### src/rtl/mem_wb_skid.sv
// Purpose: MEM->WB pipeline register with a two-entry skid (main + skid), optional stall counter (MEM_WB_STALL_CNT_EN).
// Latency: one cycle from accept to validOut; zero bubbles under continuous validIn/readyIn.
// Backpressure: readyOut drops only when both entries are held; it is decoded from registered state, never from readyIn.
module mem_wb_skid #(
    parameter int N = 32
) (
    input  logic         clk,
    input  logic         rst,
    input  logic         validIn,
    output logic         readyOut,
    input  logic         WB_ENIn,
    input  logic         MEM_R_ENIn,
    input  logic [3:0]   DestIn,
    input  logic [N-1:0] ALU_ResIn,
    input  logic [N-1:0] DataMemoryIn,
    input  logic         flush,
    output logic         validOut,
    input  logic         readyIn,
    output logic         WB_ENOut,
    output logic         MEM_R_ENOut,
    output logic [3:0]   DestOut,
    output logic [N-1:0] WB_ValueOut
`ifdef MEM_WB_STALL_CNT_EN
    ,
    output logic [15:0]  stallCountOut
`endif
);

    typedef enum logic [1:0] {
        EMPTY = 2'd0,
        ONE   = 2'd1,
        FULL  = 2'd2
    } state_t;

    typedef struct packed {
        logic         wb_en;
        logic         mem_r_en;
        logic [3:0]   dest;
        logic [N-1:0] value;
    } entry_t;

    state_t state;
    entry_t main_q;
    entry_t skid_q;
    entry_t in_entry;
    logic   accept;
    logic   retire;

    // Select the write-back value at capture time so the WB side only sees one word.
    always_comb begin
        in_entry.wb_en    = WB_ENIn;
        in_entry.mem_r_en = MEM_R_ENIn;
        in_entry.dest     = DestIn;
        in_entry.value    = MEM_R_ENIn ? DataMemoryIn : ALU_ResIn;
    end

    assign readyOut = (state != FULL);
    assign validOut = (state != EMPTY);
    assign accept   = validIn & readyOut;
    assign retire   = validOut & readyIn;

    assign WB_ENOut    = main_q.wb_en & validOut;
    assign MEM_R_ENOut = main_q.mem_r_en;
    assign DestOut     = main_q.dest;
    assign WB_ValueOut = main_q.value;

    // Occupancy FSM: main always holds the oldest entry, skid the younger one.
    always_ff @(posedge clk) begin
        if (rst) begin
            state  <= EMPTY;
            main_q <= '0;
            skid_q <= '0;
        end else if (flush) begin
            // Data is left stale; only the occupancy is dropped.
            state <= EMPTY;
        end else begin
            case (state)
                EMPTY: begin
                    if (accept) begin
                        main_q <= in_entry;
                        state  <= ONE;
                    end
                end
                ONE: begin
                    if (accept && retire) begin
                        main_q <= in_entry;
                    end else if (accept) begin
                        skid_q <= in_entry;
                        state  <= FULL;
                    end else if (retire) begin
                        state <= EMPTY;
                    end
                end
                FULL: begin
                    if (retire) begin
                        main_q <= skid_q;
                        state  <= ONE;
                    end
                end
                default: state <= EMPTY;
            endcase
        end
    end

`ifdef MEM_WB_STALL_CNT_EN
    logic [15:0] stall_cnt;

    // Saturating count of cycles where MEM is blocked; survives flush, cleared by reset.
    always_ff @(posedge clk) begin
        if (rst) begin
            stall_cnt <= '0;
        end else if (validIn && !readyOut && (stall_cnt != 16'hFFFF)) begin
            stall_cnt <= stall_cnt + 16'd1;
        end
    end

    assign stallCountOut = stall_cnt;
`endif

endmodule

### config.mk
export PLATFORM = sky130hd
export DESIGN_NAME = mem_wb_skid
export DESIGN_NICKNAME = d
export VERILOG_FILES = /design/src/rtl/mem_wb_skid.sv
export SDC_FILE = /design/constraint.sdc
export NUM_CORES = 1
export LEC_CHECK = 0
export ABC_AREA = 1
export BUFFER_PORTS_ARGS = -buffer_cell sky130_fd_sc_hd__buf_4
export CORE_MARGIN = 10
export CORE_UTILIZATION = 48
export DETAILED_ROUTE_END_ITERATION = 16
export PLACE_DENSITY_LB_ADDON = 0.05
export SYNTH_ARGS = -nofsm -noshare
export SYNTH_HDL_FRONTEND = slang
export SYNTH_SLANG_ARGS = --single-unit
### constraint.sdc
create_clock -name clk -period 1.4 [get_ports clk]
set_clock_uncertainty 0.15 [all_clocks]
set_input_delay 0.07 -clock clk [delete_from_list [all_inputs] [get_ports clk]]
set_output_delay 0.07 -clock clk [all_outputs]
set_load 0.01 [all_outputs]
Word level (Yosys, flattened, before mapping) --
Index checks and enable logic that the tools add are counted. Widths: inputs -> output; s select.
Cells by class: eq/ne operators 8, multiplexer cells 11, bitwise logic cells 5, reductions and logical operators 8
Operator list (number):
- $mux 38 | 3
- $pmux 38 s3 | 1
- $mux 32 | 1
- $mux 2 | 5
- $ne 2x2->1 const B | 5
- $reduce_and 4->1 | 2
- $pmux 2 s3 | 1
- $reduce_and 5->1 | 1
- $and 1x1->1 | 3
- $ne 3x3->1 const B | 1
- $reduce_bool 3->1 | 1
- $eq 2x1->1 const B | 1
- $eq 2x2->1 const B | 1
- $logic_not 2->1 | 1
- $not 1->1 | 2
- $reduce_bool 2->1 | 1
- $reduce_or 2->1 | 1
- $logic_and 1x1->1 | 1
Storage, ports and cells: register bits 78, input bits 75, output and inout port bits 40, word-level logic and storage cells 41

Logic depth before layout (Yosys ltp) --
Gate-level depths: netlist (run 1).
word-level depth 6, gate-level depth with buffers 10, depth with buffers taken out 8

Worst setup path before layout (run 1) --
Ideal clock, no wire load.
path kind register to register, from register state[1], to register main_q, in the netlist WB_ValueOut[0], library setup time 0.113 ns, arrival time 1.222 ns, data required time 1.137 ns, setup slack -0.085 ns, cell stages (with the launch flop) 10, path buffers 3, clock period less this slack 1.485 ns, path through dfxtp_1 buf_2 a21oi_1 nand2_1 nor2_2 buf_6 buf_6 nand3_1 nand2_1 nor2_1
Between the ends: word-level cells in the longest chain between the ends 5, elaborated cells on any way between the ends 14, those cells by class 6 x eq/ne; 1 x mux; 2 x bitwise; 5 x reduce/logical
RTL lines:
- start, declared | RTL line 42 | state_t state;
- start signal, assigned | RTL line 70 | state <= EMPTY;
- start signal, assigned | RTL line 75 | state <= EMPTY;
- start signal, assigned | RTL line 81 | state <= ONE;
- $ne 2x2->1 or $reduce_bool 2->1 (tied branches) | RTL line 57, 58
- $and 1x1->1, on equally long branches | RTL line 59, 60
- $logic_and 1x1->1 | RTL line 85 | if (accept && retire) begin
- $ne 2x2->1 (no line)
- $reduce_and 5->1 (no line)
- end signal, assigned | RTL line 80 | main_q <= in_entry;
- end signal, assigned | RTL line 86 | main_q <= in_entry;
- end signal, assigned | RTL line 96 | main_q <= skid_q;
- end, declared | RTL line 43 | entry_t main_q;
Parallel ways exist; a longest one is shown, timed or not. A chain may end at the register's enable or synchronous reset.

Worst setup path in the final report (run 1) --
from register state[1], to register main_q, in the netlist WB_ValueOut[18]
The elaborated chain is that of the path after synthesis.

==> run_results.csv, run 1 <==
group,metric,value,unit
critical_path,r2r_start,"state[1]$_SDFFE_PP0P_",
synth,synth_seq_cells,78,
synth,yosys_warnings,0,
min_path,hold_path_depth,5,
global_routing,grt_max_degree,39,
global_routing,grt_overflow,0,
route,wl_met2,7.64,mm
synth,syn_inst,677,
critical_path,crit_type,"reg2reg",
synth,syn_avg_cell_area,6.31,um^2
route,wl_met3,1.40,mm
status,outcome,"finished, violations left",
route,ant_nets,0,
floorplanning,rows,34,
critical_path,r2r_cells,8,
clocking,insertion_delay,360,ps
synth,synth_top_area_share,36.6,%
synth,synth.largest_area_cell,"dfxtp_1",
clocking,clock-sinks,78,
floorplanning,num_io_pins,115,
clocking,tritoncts,"done",
synth,synth_area_leaders,"dfxtp_1, nand2_1, nand3_1",
clocking,cts.root.buffer_cell,"clkbuf_8",
finish,syn2layout_area_growth,54.5,%
clocking,htreeDepth,3,
synth,synth_nets,752,
critical_path,critPathLaunchType,"flip-flop",
global_routing,grt_usage,22.7,%
pwr,vdd_drop_max,567,uV
floorplanning,die_width,114,um
pwr,power_density,840,nW/um^2
finish,layout_common_cells,"nand2_1, buf_4, nor2_1",
finish,layout_commonest_cell,"nand2_1",
finish,nets,918,
placed_design,portBuffers,114,
sta,drv_slew,0,
floorplanning,dieArea,13100,um^2
synth,synth_area,4270,um^2
sta,fmax,0.601,GHz
critical_path,crit_start,"state[1]$_SDFFE_PP0P_",
pwr,p_total,0.00554,W
synth,yosysSeqAreaShare,36.6,%
route,drt_iter0_markers,379,
sta,post-route-period-util,119,%
finish,fillers,599,
min_path,hp-class,"in2reg",
route,vias,4966,
floorplanning,die_h,114,um
synth,synth.distinct_cells,18,
route,drc_errors,0,
route,vias_per_cell,5.19,
critical_path,crit_path_end_kind,"flip-flop",
critical_path,cp.required,1500,ps
global_routing,grt_pass1_wl,24.3,mm
route,firstDrtPassIters,5,
sta,hold_viol,0,
critical_path,cp_max_fo,12,
finish,drive_gt1_share,27.9,%
finish,diodes,0,
placed_design,dp_hpwl,8.22,mm
route,wl,15.4,mm
route,post_drt_wl_per_cell,16.1,um
route,met1Wirelength,5.97,mm
clocking,cts_buffers,9,
sta,layout_min_cycle_time,1660,ps
flow_run,drv_cap,0,
sta,rsz0062_at_grt,"yes",
floorplanning,start_util,49.2,%
min_path,hp-start,"ALU_ResIn[9]",
global_routing,antenna_found_initial,0,
clocking,clkSlewWorstSetupHoldPaths,90,ps
sta,setup_violations,80,
floorplanning,coreArea,8680,um^2
sta,slew_headroom,70.8,%
status,violations,"setup timing",
critical_path,cp_data_arrival_time,1770,ps
placed_design,place.gp.congestion,0.779,
sta,setup_ws,-264,ps
route,dr.max_layer_used,"met4",
global_routing,grt_pass1_vias,4879,
sta,worst_pin_slew,438,ps
clocking,clock_path_buffers,2,
sta,setup_tns,-14440,ps
pwr,p_leak,2.94,nW
## per-layer routing
layer	vias up	global-route usage, %
met3	44	5.92
li1	2413	-
met5	-	0
met4	0	9.86
met1	2249	25.4
met2	260	39.6
## final cells by class
cell class,instances,area (um^2),area share [%]
repair buffers,238,2280,34.5
clock buffers,13,179,2.71
clock inverters,3,40.0,0.607
inverters,48,185,2.81
well taps,108,135,2.05
flip-flops and latches,78,1570,23.8
multi-input cells,468,2210,33.5
## flip-flops by register name, indices dropped and copies added (netlist names)
register and count:
DestOut 4, main_q 1, skid_q 38, WB_ValueOut 32
state 2, MEM_R_ENOut 1
## Yosys cell counts
cell and instances:
a211oi_1 1, a21oi_1 72, buf_1 3, buf_2 21, buf_4 44, buf_6 6
clkbuf_1 10, dfxtp_1 78, inv_1 46, inv_2 2, nand2_1 189, nand2_2 1
nand3_1 87, nand4_2 1, nor2_1 112, nor2_2 2, o211ai_1 1, o21ai_0 1
## kinds of logic after synthesis
| logic type | synth area share (%) |
|---|---|
| compound gates | 8.91 |
| buf+inv | 17.1 |
| flops | 36.6 |
| simple gates | 37.4 |
## through the flow
stage / setup WS (ps) / instance area [um^2] / util, % / cells / hold slack [ps]
finish: -264 / 6600 / 76.0 / 956 / 10.8
global route: -286 / 6600 / 76.0 / 956 / 33.6
CTS: -161 / 6500 / 74.9 / 958 / 0.597
detailed placement: -492 / 5090 / 58.6 / 850 / 217
global placement: -373 / 5090 / 58.6 / 850 / 215
floorplan: -25.3 / 4290 / - / 677 / 52.7
## power by group
group	switching, W	total, W	leakage, nW	internal, W
clock network	0.000854	0.00187	0.115	0.00101
logic	0.000626	0.00129	2.19	0.000664
registers	0.0000627	0.00239	0.638	0.00232
total	0.00154	0.00554	2.94	0.00400
## path summary, 6_finish.rpt
check	slack, ps	to
worst max-delay path	-260	WB_ValueOut[18]$_SDFFE_PP0P_
worst min-delay path	10	skid_q[9]$_SDFFE_PP0P_
worst max register to register	-260	WB_ValueOut[18]$_SDFFE_PP0P_
worst min register to register	310	skid_q[2]$_SDFFE_PP0P_
## worst max-delay path: stages (launching register included)
cell and delay, ps:
dfxtp_4 370, buf_8 140, a21oi_4 170, nand2_2 90, nor2_4 170, buf_6 210
nand3_1 110, nand2_1 90, nor2_1 60
## what timing repair did
| action | CTS | global route |
|---|---|---|
| setup endpoints to repair | 80 | 80 |
| pin swaps | 25 | 12 |
| hold endpoints to repair | 40 | 0 |
| hold buffers | 68 | 0 |
| gates cloned | 5 | 1 |
| setup buffers | 20 | 1 |
| resized for setup | 46 | 41 |
No activity file was read; power rests on OpenSTA's default activity.
==> run 2: changes to the inputs <==
--- a/config.mk
+++ b/config.mk
@@ -11,6 +11,7 @@
 export CORE_UTILIZATION = 48
 export DETAILED_ROUTE_END_ITERATION = 16
 export PLACE_DENSITY_LB_ADDON = 0.05
+export SKIP_CTS_REPAIR_TIMING = 1
 export SYNTH_ARGS = -nofsm -noshare
 export SYNTH_HDL_FRONTEND = slang
 export SYNTH_SLANG_ARGS = --single-unit
==> run 2 against run 1 <==
The run ends with hold timing, setup timing left; fmax down 3.8%; die area unchanged; register-to-register slack worse by 60 ps; via count down 1.7%; first-iteration DRC count up 4.7%; critical path depth up 1; total power up 0.19%; global-route usage down 5.0 points; non-clock buffer count down 36; critical path type unchanged; critical endpoint is now WB_ValueOut[24]$_SDFFE_PP0P_.
==> run_results.csv, run 2 (synthesis results as in run 1) <==
group,metric,value,unit
critical_path,cp_max_fo,8,
status,violations,"hold timing, setup timing",
sta,layout_min_cycle_time,1730,ps
sta,setup_tns,-20190,ps
finish,largest_reg_flops,38,
pwr,power_density,848,nW/um^2
global_routing,grt_pass1_wl,19.5,mm
placed_design,place_area,5090,um^2
min_path,hold_path_end,"skid_q[20]$_SDFFE_PP0P_",
pwr,vdd_drop_max,560,uV
critical_path,cp.required,1510,ps
critical_path,r2r_start,"state[1]$_SDFFE_PP0P_",
global_routing,antenna_found_initial,0,
critical_path,crit_path_end_kind,"flip-flop",
floorplanning,die_width,114,um
route,ant_nets,0,
finish,top_register,"skid_q",
sta,worst_pin_slew,501,ps
critical_path,cp_data_arrival_time,1840,ps
clocking,clock_path_buffers,2,
finish,drive_gt1_share,34.7,%
min_path,hp-class,"in2reg",
global_routing,grt_overflow,0,
critical_path,path_cells,"buf_6 -> inv_4 -> buf_4 -> o211ai_1 -> buf_4 -> clkbuf_16 -> nand3_1 -> nand2_1 -> nor2_1",
sta,fmax,0.579,GHz
critical_path,crit_path_max_incr_delay,390,ps
global_routing,grt_pass1_vias,4224,
finish,fillers,613,
finish,syn2layout_area_growth,53.3,%
critical_path,cp_common_cell,"buf_4",
sta,setup_ws,-329,ps
min_path,hp-start,"DataMemoryIn[20]",
clocking,insertion_delay,360,ps
route,vias,4884,
clocking,tritoncts,"done",
finish,layout_common_cells,"nand2_1, buf_4, nor2_1",
pwr,p_leak,2.86,nW
critical_path,critical-path-slowest-cell,"dfxtp_4",
min_path,hold_path_depth,5,
route,wl,15.7,mm
sta,timing.hold.ws,-32.4,ps
critical_path,crit_type,"reg2reg",
floorplanning,rows,34,
floorplanning,num_io_pins,115,
finish,fin_area,6550,um^2
sta,post-route-period-util,123,%
critical_path,critPathLaunchType,"flip-flop",
global_routing,grt_usage,17.7,%
route,drt_iter0_markers,397,
placed_design,dp_hpwl,8.22,mm
clocking,clkSlewWorstSetupHoldPaths,90,ps
sta,hold_viol,13,
flow_run,drv_cap,0,
finish,seq_area,1570,um^2
finish,layout_commonest_cell,"nand2_1",
placed_design,portBuffers,114,
placed_design,place.gp.congestion,0.779,
placed_design,dp.cells,850,
floorplanning,start_util,49.2,%
finish,diodes,0,
finish,nets,882,
floorplanning,dieArea,13100,um^2
route,drc_errors,0,
sta,drv_slew,0,
global_routing,grt_max_degree,39,
sta,slew_headroom,66.6,%
finish,instances_no_fill,920,
route,vias_per_cell,5.31,
route,firstDrtPassIters,4,
critical_path,reg2reg_to,"WB_ValueOut[24]$_SDFFE_PP0P_",
critical_path,r2r_cells,9,
critical_path,reg2reg_slack,-330,ps
status,outcome,"finished, violations left",
pwr,p_total,0.00555,W
floorplanning,coreArea,8680,um^2
clocking,cts_buffers,9,
sta,setup_violations,80,
floorplanning,die_h,114,um
route,post_drt_wl_per_cell,17.0,um
finish,multi_input_area,2430,um^2
sta,rsz0062_at_grt,"yes",
clocking,cts.root.buffer_cell,"clkbuf_8",
clocking,clock-sinks,78,
clocking,htreeDepth,3,
-- run 2: cell count changes in the layout (fill, tap and decap cells not counted), sizes merged --
cell and change:
buf -1, dlygate4sd3 -43, clkbuf +9, bufbuf -1
-- run 2: where the power goes --
group          internal [W]  leakage [nW]  switching (W)
clock network       0.00101         0.115       0.000861
registers           0.00232         0.638      0.0000614
logic              0.000641          2.10       0.000653
total               0.00398          2.86        0.00158
-- run 2: area by class of cell --
type | count | area share, %
clock buffers | 13 | 2.73
flip-flops and latches | 78 | 24.0
well taps | 108 | 2.06
repair buffers | 202 | 30.7
clock inverters | 3 | 0.612
inverters | 48 | 2.87
multi-input cells | 468 | 37.1
-- run 2: how the worst max path moves through the flow --
stage	start	end	cells past startpoint	slack [ps]
floorplan	state[0]$_SDFFE_PP0P_	skid_q[32]$_SDFFE_PP0P_	8	-30
global placement	state[1]$_SDFFE_PP0P_	WB_ValueOut[31]$_SDFFE_PP0P_	6	-370
detailed placement	state[1]$_SDFFE_PP0P_	DestOut[0]$_SDFFE_PP0P_	6	-490
CTS	state[1]$_SDFFE_PP0P_	DestOut[0]$_SDFFE_PP0P_	6	-520
global route	state[1]$_SDFFE_PP0P_	skid_q[32]$_SDFFE_PP0P_	8	-370
finish	state[1]$_SDFFE_PP0P_	WB_ValueOut[24]$_SDFFE_PP0P_	9	-330
-- run 2: stage by stage --
step	setup WS (ps)	util (%)
2_1_floorplan	-25.3	-
5_1_grt	-375	75.4
6_report	-329	75.4
4_1_cts	-524	61.2
3_3_place_gp	-373	58.6
3_5_place_dp	-492	58.6
-- run 2: critical path: cells and delay by family, from the launching register on --
kind | cells | cell delay, ps
flip-flops | 1 | 390
buffers and inverters | 5 | 730
AO/OA/AOI/OAI | 1 | 110
AND/OR/NAND/NOR | 3 | 240
-- run 2: metal layers --
| layer | GRT usage [%] | up-vias | share of wire [%] |
|---|---|---|---|
| li1 | - | 2346 | - |
| met1 | 21.1 | 2244 | 40 |
| met2 | 30.0 | 239 | 49 |
| met3 | 4.66 | 55 | 8.3 |
| met4 | 6.35 | 0 | 3.1 |
| met5 | 0 | - | 0 |
==> run 3: changes to the inputs <==
--- a/config.mk
+++ b/config.mk
@@ -5,11 +5,13 @@
 export SDC_FILE = /design/constraint.sdc
 export NUM_CORES = 1
 export LEC_CHECK = 0
-export ABC_AREA = 1
+export ABC_AREA = 0
 export BUFFER_PORTS_ARGS = -buffer_cell sky130_fd_sc_hd__buf_4
 export CORE_MARGIN = 10
-export CORE_UTILIZATION = 48
+export CORE_UTILIZATION = 49
+export CTS_BUF_LIST = sky130_fd_sc_hd__clkbuf_4 sky130_fd_sc_hd__clkbuf_8
 export DETAILED_ROUTE_END_ITERATION = 16
+export HOLD_SLACK_MARGIN = 0.05
 export PLACE_DENSITY_LB_ADDON = 0.05
 export SKIP_CTS_REPAIR_TIMING = 1
 export SYNTH_ARGS = -nofsm -noshare
==> run 3 against run 2 <==
The flow finishes with violations (setup timing); sequential share of layout area up 0.92 points; via count down 25%; sequential power fell by 2%; total power shrank 8.6%; synthesized cell count is 36% lower.
==> run_results.csv, run 3 <==
group,metric,value,unit
clocking,clock-sinks,78,
sta,drv_slew,0,
floorplanning,coreArea,8130,um^2
global_routing,grt_pass1_vias,3374,
finish,fin_area,6300,um^2
floorplanning,num_io_pins,115,
route,ant_nets,0,
route,drc_errors,0,
finish,syn2layout_area_growth,54.9,%
critical_path,critPathLaunchType,"flip-flop",
critical_path,crit_type,"reg2reg",
sta,layout_min_cycle_time,1650,ps
critical_path,critical-path-slowest-cell,"dfxtp_4",
critical_path,path_cells,"nor2b_4 -> nor3b_4 -> buf_12 -> clkbuf_16 -> nor2_1 -> a211oi_1",
clocking,htreeDepth,3,
sta,setup_ws,-246,ps
critical_path,reg2reg_to,"skid_q[9]$_SDFFE_PP0P_",
global_routing,grt_usage,15.7,%
finish,diodes,0,
critical_path,cp.required,1510,ps
floorplanning,die_width,111,um
synth,synth.largest_area_cell,"dfxtp_1",
clocking,tritoncts,"done",
critical_path,cp_max_fo,10,
sta,fmax,0.607,GHz
finish,utilization,77.5,%
min_path,hp-class,"in2reg",
min_path,hold_path_depth,3,
critical_path,reg2reg_slack,-250,ps
clocking,clkSlewWorstSetupHoldPaths,80,ps
route,firstDrtPassIters,4,
critical_path,crit_start,"state[1]$_SDFFE_PP0P_",
clocking,insertion_delay,350,ps
synth,synth_most_common_cell,"dfxtp_1",
synth,synth_seq_cells,78,
status,outcome,"finished, violations left",
min_path,hold_path_end,"skid_q[12]$_SDFFE_PP0P_",
synth,yosys_warnings,0,
flow_run,drv_cap,0,
finish,largest_reg_flops,38,
synth,async_flop_share,0,%
route,drt_iter0_markers,120,
finish,top_register,"skid_q",
synth,syn_inst,433,
placed_design,place_area,5050,um^2
clocking,clock_path_buffers,2,
sta,rsz0062_at_grt,"yes",
placed_design,dp_hpwl,6.98,mm
route,wl,11.7,mm
sta,setup_violations,79,
critical_path,r2r_cells,6,
synth,synth_nets,508,
pwr,power_density,805,nW/um^2
clocking,cts_buffers,9,
global_routing,grt_pass1_wl,16.7,mm
placed_design,place.gp.congestion,0.695,
floorplanning,die_h,111,um
synth,syn_avg_cell_area,9.40,um^2
placed_design,portBuffers,114,
global_routing,antenna_found_initial,0,
min_path,hp-start,"ALU_ResIn[12]",
placed_design,pre_cts_slack,-222,ps
sta,hold_viol,0,
global_routing,grt_max_degree,41,
floorplanning,rows,33,
critical_path,r2r_start,"state[1]$_SDFFE_PP0P_",
critical_path,crit_path_end_kind,"flip-flop",
synth,synth_area_leaders,"dfxtp_1, mux2i_1, buf_4",
finish,nets,645,
critical_path,critPathTopFamily,"simple AND/OR/NAND/NOR gates",
route,post_drt_wl_per_cell,17.2,um
pwr,p_leak,2.87,nW
pwr,vdd_drop_max,491,uV
critical_path,crit_path_max_incr_delay,370,ps
global_routing,grt_overflow,0,
route,vias_per_cell,5.42,
synth,synth.distinct_cells,25,
synth,synth_area,4070,um^2
critical_path,cp_data_arrival_time,1760,ps
synth,synth_commonest_cells,"dfxtp_1, nor2_1, buf_4",
sta,slew_headroom,67.8,%
pwr,p_total,0.00507,W
sta,post-route-period-util,118,%
synth,synth_top_area_share,38.4,%
synth,yosysSeqAreaShare,38.4,%
critical_path,path_buf_inv,2,
floorplanning,start_util,50.0,%
synth,synth_flop_cell,"dfxtp_1",
sta,worst_pin_slew,470,ps
route,vias,3678,
synth,synth-edff-count,0,
finish,layout_common_cells,"buf_4, dfxtp_1, nor2_1",
floorplanning,dieArea,12400,um^2
clocking,cts.root.buffer_cell,"clkbuf_8",
finish,layout_commonest_cell,"buf_4",
status,violations,"setup timing",
finish,drive_gt1_share,41.3,%
==> run 3: cell types whose count changed after synthesis, moves of 42 or more <==
cell | previous run | this run
inv_1 | 46 | 0
nor2_1 | 112 | 70
a21oi_1 | 72 | 7
nand3_1 | 87 | 0
nand2_1 | 189 | 2
mux2i_1 | 0 | 44
==> run 3: kinds of logic (layout without fill, tap and decap cells) <==
family / after synthesis / count (layout) / share of synthesized area [%]
buffers and inverters: 80 / 220 / 12.3
multiplexers: 44 / 44 / 10.8
AND/OR/NAND/NOR: 86 / 87 / 9.19
AO/OA/AOI/OAI: 145 / 145 / 29.3
flip-flops: 78 / 78 / 38.4
==> run 3: power by group <==
group,leakage [nW],switching (W),internal (W)
sequential,0.635,0.0000428,0.00229
clock,0.103,0.000814,0.000879
combinational,2.13,0.000456,0.000591
total,2.87,0.00131,0.00376
==> run 3: layer usage <==
metal / share of wire, % / GRT usage (%) / wire [um]
met3: 5.1 / 4.76 / 592
met4: 1.7 / 5.06 / 199
met5: 0 / 0 / 0
met1: 44 / 19.5 / 5130
met2: 49 / 25.5 / 5790
==> run 3: worst min-delay path: stages <==
cell      delay, ps
buf_4            80
mux2i_1         100
a211oi_2        230
==> run 3: worst max-delay path by stage <==
stage	endpoint	slack (ps)	cells after the start
final	skid_q[9]$_SDFFE_PP0P_	-250	6
after detailed placement	WB_ValueOut[12]$_SDFFE_PP0P_	-220	5
after global placement	WB_ValueOut[0]$_SDFFE_PP0P_	-180	5
after global routing	skid_q[9]$_SDFFE_PP0P_	-290	6
after CTS	WB_ENOut	-250	4
after floorplan	skid_q[10]$_SDFFE_PP0P_	-50	5
==> run 3: per-stage QoR <==
step / hold slack, ps / TNS [ps] / cells
after floorplan: 0.982 / -3250 / 433
after global placement: 166 / -9440 / 597
after detailed placement: 178 / -12450 / 597
after CTS: -193 / -14110 / 612
after global routing: 53.1 / -19190 / 679
final: 18.5 / -14750 / 679
==> run 3: cell type report <==
cell class | instances | area [um^2]
Timing Repair Buffer | 205 | 1970
Sequential cell | 78 | 1570
Clock inverter | 4 | 46.3
Tap cell | 105 | 131
Multi-Input combinational cell | 276 | 2440
Fill cell | 536 | 1830
Clock buffer | 11 | 145
